--- src/rtl/riscv_pkg.sv ---
// Shared RISC-V pipeline encodings: writeback source selects and load funct3 codes.
package riscv_pkg;

    localparam int unsigned REG_IDX_W = 5;
    localparam int unsigned WB_SEL_W  = 2;
    localparam int unsigned FUNCT3_W  = 3;

    localparam logic [WB_SEL_W-1:0] WB_ALU  = 2'd0;
    localparam logic [WB_SEL_W-1:0] WB_LOAD = 2'd1;
    localparam logic [WB_SEL_W-1:0] WB_PC4  = 2'd2;
    localparam logic [WB_SEL_W-1:0] WB_IMM  = 2'd3;

    localparam logic [FUNCT3_W-1:0] F3_LB  = 3'b000;
    localparam logic [FUNCT3_W-1:0] F3_LH  = 3'b001;
    localparam logic [FUNCT3_W-1:0] F3_LW  = 3'b010;
    localparam logic [FUNCT3_W-1:0] F3_LBU = 3'b100;
    localparam logic [FUNCT3_W-1:0] F3_LHU = 3'b101;

endpackage

--- src/rtl/load_extend.sv ---
// Load lane extraction and sign/zero extension of an aligned data-memory word.
module load_extend
    import riscv_pkg::*;
#(
    parameter int unsigned N = 32
) (
    input  logic [2:0]   funct3,
    input  logic [1:0]   addr_lo,
    input  logic [N-1:0] rdata,
    output logic [N-1:0] ext_data
);

    logic [7:0]  byte_lane;
    logic [15:0] half_lane;

    always_comb begin
        byte_lane = rdata[{addr_lo, 3'b000} +: 8];
        // Halfword lane only depends on addr_lo[1]; the low offset bit is ignored.
        half_lane = rdata[{addr_lo[1], 4'b0000} +: 16];
    end

    always_comb begin
        ext_data = rdata;
        case (funct3)
            F3_LB:   ext_data = {{(N-8){byte_lane[7]}}, byte_lane};
            F3_LBU:  ext_data = {{(N-8){1'b0}}, byte_lane};
            F3_LH:   ext_data = {{(N-16){half_lane[15]}}, half_lane};
            F3_LHU:  ext_data = {{(N-16){1'b0}}, half_lane};
            default: ext_data = rdata;
        endcase
    end

endmodule

--- src/rtl/wb_stage.sv ---
// MEM/WB pipeline register driving the register-file write port, plus the retired-instruction counter.
module wb_stage
    import riscv_pkg::*;
#(
    parameter int unsigned N     = 32,
    parameter int unsigned CNT_W = 64
) (
    input  logic             clk,
    input  logic             rst,
    input  logic             mem_valid,
    input  logic             mem_reg_write,
    input  logic [4:0]       mem_rd,
    input  logic [1:0]       mem_wb_sel,
    input  logic [2:0]       mem_funct3,
    input  logic [1:0]       mem_addr_lo,
    input  logic [N-1:0]     mem_alu_result,
    input  logic [N-1:0]     mem_rdata,
    input  logic [N-1:0]     mem_pc_plus4,
    input  logic [N-1:0]     mem_imm,
    input  logic             stall,
    input  logic             flush,
    output logic             RegWrite,
    output logic [4:0]       rd,
    output logic [N-1:0]     write_data,
    output logic             wb_valid,
    output logic [CNT_W-1:0] instret
);

    logic             wb_valid_q,   wb_valid_d;
    logic             reg_write_q,  reg_write_d;
    logic [4:0]       rd_q,         rd_d;
    logic [N-1:0]     wdata_q,      wdata_d;
    logic [CNT_W-1:0] instret_q,    instret_d;

    logic [N-1:0]     load_data;
    logic [N-1:0]     sel_data;

    load_extend #(.N(N)) u_load_extend (
        .funct3   (mem_funct3),
        .addr_lo  (mem_addr_lo),
        .rdata    (mem_rdata),
        .ext_data (load_data)
    );

    // Writeback source mux.
    always_comb begin
        sel_data = mem_alu_result;
        case (mem_wb_sel)
            WB_ALU:  sel_data = mem_alu_result;
            WB_LOAD: sel_data = load_data;
            WB_PC4:  sel_data = mem_pc_plus4;
            default: sel_data = mem_imm;
        endcase
    end

    // Next-state: flush beats stall; stall holds everything including the counter.
    always_comb begin
        wb_valid_d  = wb_valid_q;
        reg_write_d = reg_write_q;
        rd_d        = rd_q;
        wdata_d     = wdata_q;
        instret_d   = instret_q;
        if (flush) begin
            wb_valid_d  = 1'b0;
            reg_write_d = 1'b0;
            rd_d        = 5'd0;
            wdata_d     = '0;
        end else if (!stall) begin
            wb_valid_d  = mem_valid;
            reg_write_d = mem_valid & mem_reg_write & (mem_rd != 5'd0);
            rd_d        = mem_rd;
            wdata_d     = sel_data;
            if (mem_valid) begin
                instret_d = instret_q + CNT_W'(1);
            end
        end
    end

    always_ff @(posedge clk) begin
        if (rst) begin
            wb_valid_q  <= 1'b0;
            reg_write_q <= 1'b0;
            rd_q        <= 5'd0;
            wdata_q     <= '0;
            instret_q   <= '0;
        end else begin
            wb_valid_q  <= wb_valid_d;
            reg_write_q <= reg_write_d;
            rd_q        <= rd_d;
            wdata_q     <= wdata_d;
            instret_q   <= instret_d;
        end
    end

    assign wb_valid   = wb_valid_q;
    assign RegWrite   = reg_write_q;
    assign rd         = rd_q;
    assign write_data = wdata_q;
    assign instret    = instret_q;

endmodule

--- config.mk ---
export PLATFORM = sky130hd
export DESIGN_NAME = wb_stage
export DESIGN_NICKNAME = d
export VERILOG_FILES = /design/src/rtl/riscv_pkg.sv /design/src/rtl/load_extend.sv /design/src/rtl/wb_stage.sv
export SDC_FILE = /design/constraint.sdc
export NUM_CORES = 1
export LEC_CHECK = 0
export ABC_AREA = 1
export BUFFER_PORTS_ARGS = -buffer_cell sky130_fd_sc_hd__buf_4
export CAP_MARGIN = 5
export CELL_PAD_IN_SITES_DETAIL_PLACEMENT = 0
export CELL_PAD_IN_SITES_GLOBAL_PLACEMENT = 1
export CORE_MARGIN = 2
export CORE_UTILIZATION = 30
export DETAILED_ROUTE_END_ITERATION = 8
export MAX_ROUTING_LAYER = met4
export PLACE_DENSITY_LB_ADDON = 0.1
export SLEW_MARGIN = 20
export SYNTH_ARGS = -nofsm -noshare
export SYNTH_HDL_FRONTEND = slang
export SYNTH_SLANG_ARGS = --single-unit
--- constraint.sdc ---
create_clock -name clk -period 3.7 [get_ports clk]
set_input_delay 0.37 -clock clk [delete_from_list [all_inputs] [get_ports clk]]
set_output_delay 0.37 -clock clk [all_outputs]
set_load 0.02 [all_outputs]
==> flow_metrics.py <==
metrics = {
    "run_status": {
        "outcome": "complete, no violations",
    },
    "setup_path": {
        "endpoint_kind": "register",
        "crit_path_start_kind": "register",
        "crit_arrival_ns": 2.30,
        "cp_max_fo": 5,
        "reg2regPathDepth": 10,
        "rrSetupSlack_ns": 1.66,
        "rr_startpoint": "instret[0]",
        "worstReg2RegEnd": "instret[56]",
        "required_ns": 3.96,
        "path_class": "register to register",
    },
    "placement": {
        "placed_cells": 1570,
        "io_buffers": 248,
        "place_area_um2": 8712,
        "dp.final_hpwl_um": 21460,
        "pre_cts_slack_ns": 1.418,
        "place_congestion": 0.9002,
    },
    "sta": {
        "finalHoldViolCount": 0,
        "maxSlewViolCount": 0,
        "whs_ns": 0.2787,
        "setup_ws_ns": 1.657,
        "period_share_pct": 55.23,
        "slew-limit-headroom_pct": 30.25,
        "layout_min_cycle_time_ns": 2.043,
        "clock_skew_ns": 0.008574,
        "setup-violations-final": 0,
        "grt_setup_unrepaired": "no",
        "tns_ns": 0,
        "max_freq_ghz": 0.4894,
        "worst_pin_slew_ns": 1.045,
    },
    "floorplan": {
        "rows": 54,
        "initial_core_util_pct": 30.38,
        "die_area_um2": 23230,
        "pin_count": 249,
        "die_y_um": 152.4,
        "core-area_um2": 21760,
        "die_width_um": 152.4,
    },
    "power": {
        "clkPwrFrac_pct": 37.5,
        "switchingPower_mw": 0.7580,
        "power.density_nw_per_um2": 284.7,
        "switching_share_pct": 29.58,
        "pwr-share-comb_pct": 18.1,
        "pwr-share-seq_pct": 44.4,
        "p_int_mw": 1.804,
        "power_leakage_nw": 3.879,
        "vdd_ir_drop_max_mv": 0.2171,
        "p_total_mw": 2.562,
    },
    "grt": {
        "grt_max_degree": 74,
        "antenna_found_initial": 2,
        "grt_pass1_vias": 7359,
        "grt_pass1_wl_um": 42160,
        "grt.total_usage_pct": 23.64,
        "overflow": 0,
    },
    "synth": {
        "syn_area_per_cell_um2": 6.136,
        "synthDistinctLibCells": 40,
        "syn_area_um2": 6609,
        "syn_inst": 1077,
        "synth.yosys.seq_area_share_pct": 31.20,
        "synth_seq_cells": 103,
        "synthesis.nets": 1224,
        "yosys_warnings": 0,
    },
    "clock_tree": {
        "clk_pin_slew_ns": 0.08,
        "htreeDepth": 3,
        "clock_sinks": 103,
        "cts_buffers": 9,
        "clk_path_buf_depth": 2,
        "cts-root-buf": "clkbuf_16",
        "ctsHoldBuffers": 0,
        "post_cts_resized": 0,
        "worstSkewPairLatency_ns": 0.36,
        "cts_tree": "done",
        "cts_setup_buffers": 0,
    },
    "cells_and_area": {
        "syn_to_final_growth_pct": 36.18,
        "nets": 1448,
        "seq_area_um2": 2062,
        "mostFrequentLayoutCells": "nand2_1 (300), buf_4 (256), nor2_1 (170)",
        "drive_gt1_share_pct": 25.88,
        "multiInputGateArea_um2": 3991,
        "instances_no_fill": 1588,
        "fillers": 2452,
        "utilization_pct": 41.37,
        "stdcell_area_um2": 9000,
        "layout_commonest_cell": "nand2_1",
    },
    "hold_path": {
        "min_to": "rd[0]",
        "hp-class": "primary input to register",
        "hold_start": "mem_rd[0]",
        "min_path_cells": 3,
    },
    "drt": {
        "ant_nets": 0,
        "viasPerCell": 4.828,
        "routed_wl_um": 27210,
        "initialDrtViolationCount": 436,
        "via_count": 7667,
        "route.detailed.drc": 0,
        "wl_per_cell_um": 17.14,
        "drtPass1Iterations": 5,
    },
    "run": {
        "drv_cap": 0,
    },
}
## state kept, by name, summed over array words and instances (netlist names)
register    flops
RegWrite        1
instret        64
rd              5
wb_valid        1
write_data     32
## synth_stat cells, drive strengths merged
master | n | area share (%)
or2 | 28 | 2.7
nor4 | 4 | 0.47
a21oi | 89 | 6.7
nand3 | 40 | 3.7
ha | 1 | 0.19
a221oi | 31 | 4.1
inv | 103 | 5.9
o21a | 3 | 0.34
xor2 | 9 | 1.2
o221ai | 3 | 0.40
a31oi | 1 | 0.095
nor3 | 7 | 0.53
o22ai | 4 | 0.38
nand4 | 20 | 1.9
o21bai | 1 | 0.11
nor2 | 191 | 12
clkbuf | 37 | 2.1
buf | 6 | 0.57
dfxtp | 103 | 31
and2 | 2 | 0.19
o211ai | 8 | 0.91
and3 | 1 | 0.095
nand2 | 306 | 18
o21ai | 76 | 5.9
xnor2 | 3 | 0.40
## worst max path at each step
stage                   from        endpoint  slack, ns  depth (start not counted)
4_1_cts           instret[0]     instret[56]       1.62                         10
5_1_grt           instret[0]     instret[56]       1.48                         10
6_report          instret[0]     instret[56]       1.66                         10
3_3_place_gp   mem_wb_sel[1]  write_data[16]       1.44                          8
2_1_floorplan     instret[0]     instret[56]       1.94                         10
3_5_place_dp   mem_wb_sel[1]  write_data[16]       1.42                          8
## worst max-delay path, stage by stage (launching register included)
cell     delay (ns)
dfxtp_1        0.43
ha_1           0.25
inv_1          0.06
nor2_2         0.27
nand2_1        0.09
nor2_1         0.22
nand3_2        0.20
nor3_1         0.24
nand2_1        0.08
nand2_1        0.06
nor2_1         0.04
## layer usage
metal  wire length [um]  global-route usage [%]  vias to the layer above
met3               1520                   4.295                       29
met2              12710                   37.43                      225
met4                574                   6.746                        0
met1              12410                   30.99                     3447
li1                   -                       -                     3966
met5                  0                       -                        -
## area by class of cell
cell class	instances	share of cell area, %
inverters	103	4.296
repair buffers	256	21.35
clock inverters	6	0.5978
multi-input cells	828	44.35
flip-flops and latches	103	22.91
clock buffers	10	2.544
well taps	280	3.893
diodes	2	0.05561
## cells by family after synthesis
kind of cell,after synthesis,synth area share (%)
fa+ha+maj,1,0.1893
flops,103,31.20
simple gates,599,39.55
compound gates,216,18.95
xor+xnor,12,1.590
buf+inv,146,8.519
## power groups by stage
| stage | clock network (mW) | logic [mW] | registers, mW |
|---|---|---|---|
| after global routing | 1.03 | 0.509 | 1.14 |
| final | 0.960 | 0.464 | 1.14 |
| after detailed placement | 0 | 0.464 | 1.16 |
| after CTS | 0.989 | 0.465 | 1.14 |
| after global placement | 0 | 0.466 | 1.16 |
| after floorplan | 0 | 0.205 | 1.19 |
Power figures use the tool's default switching activity.
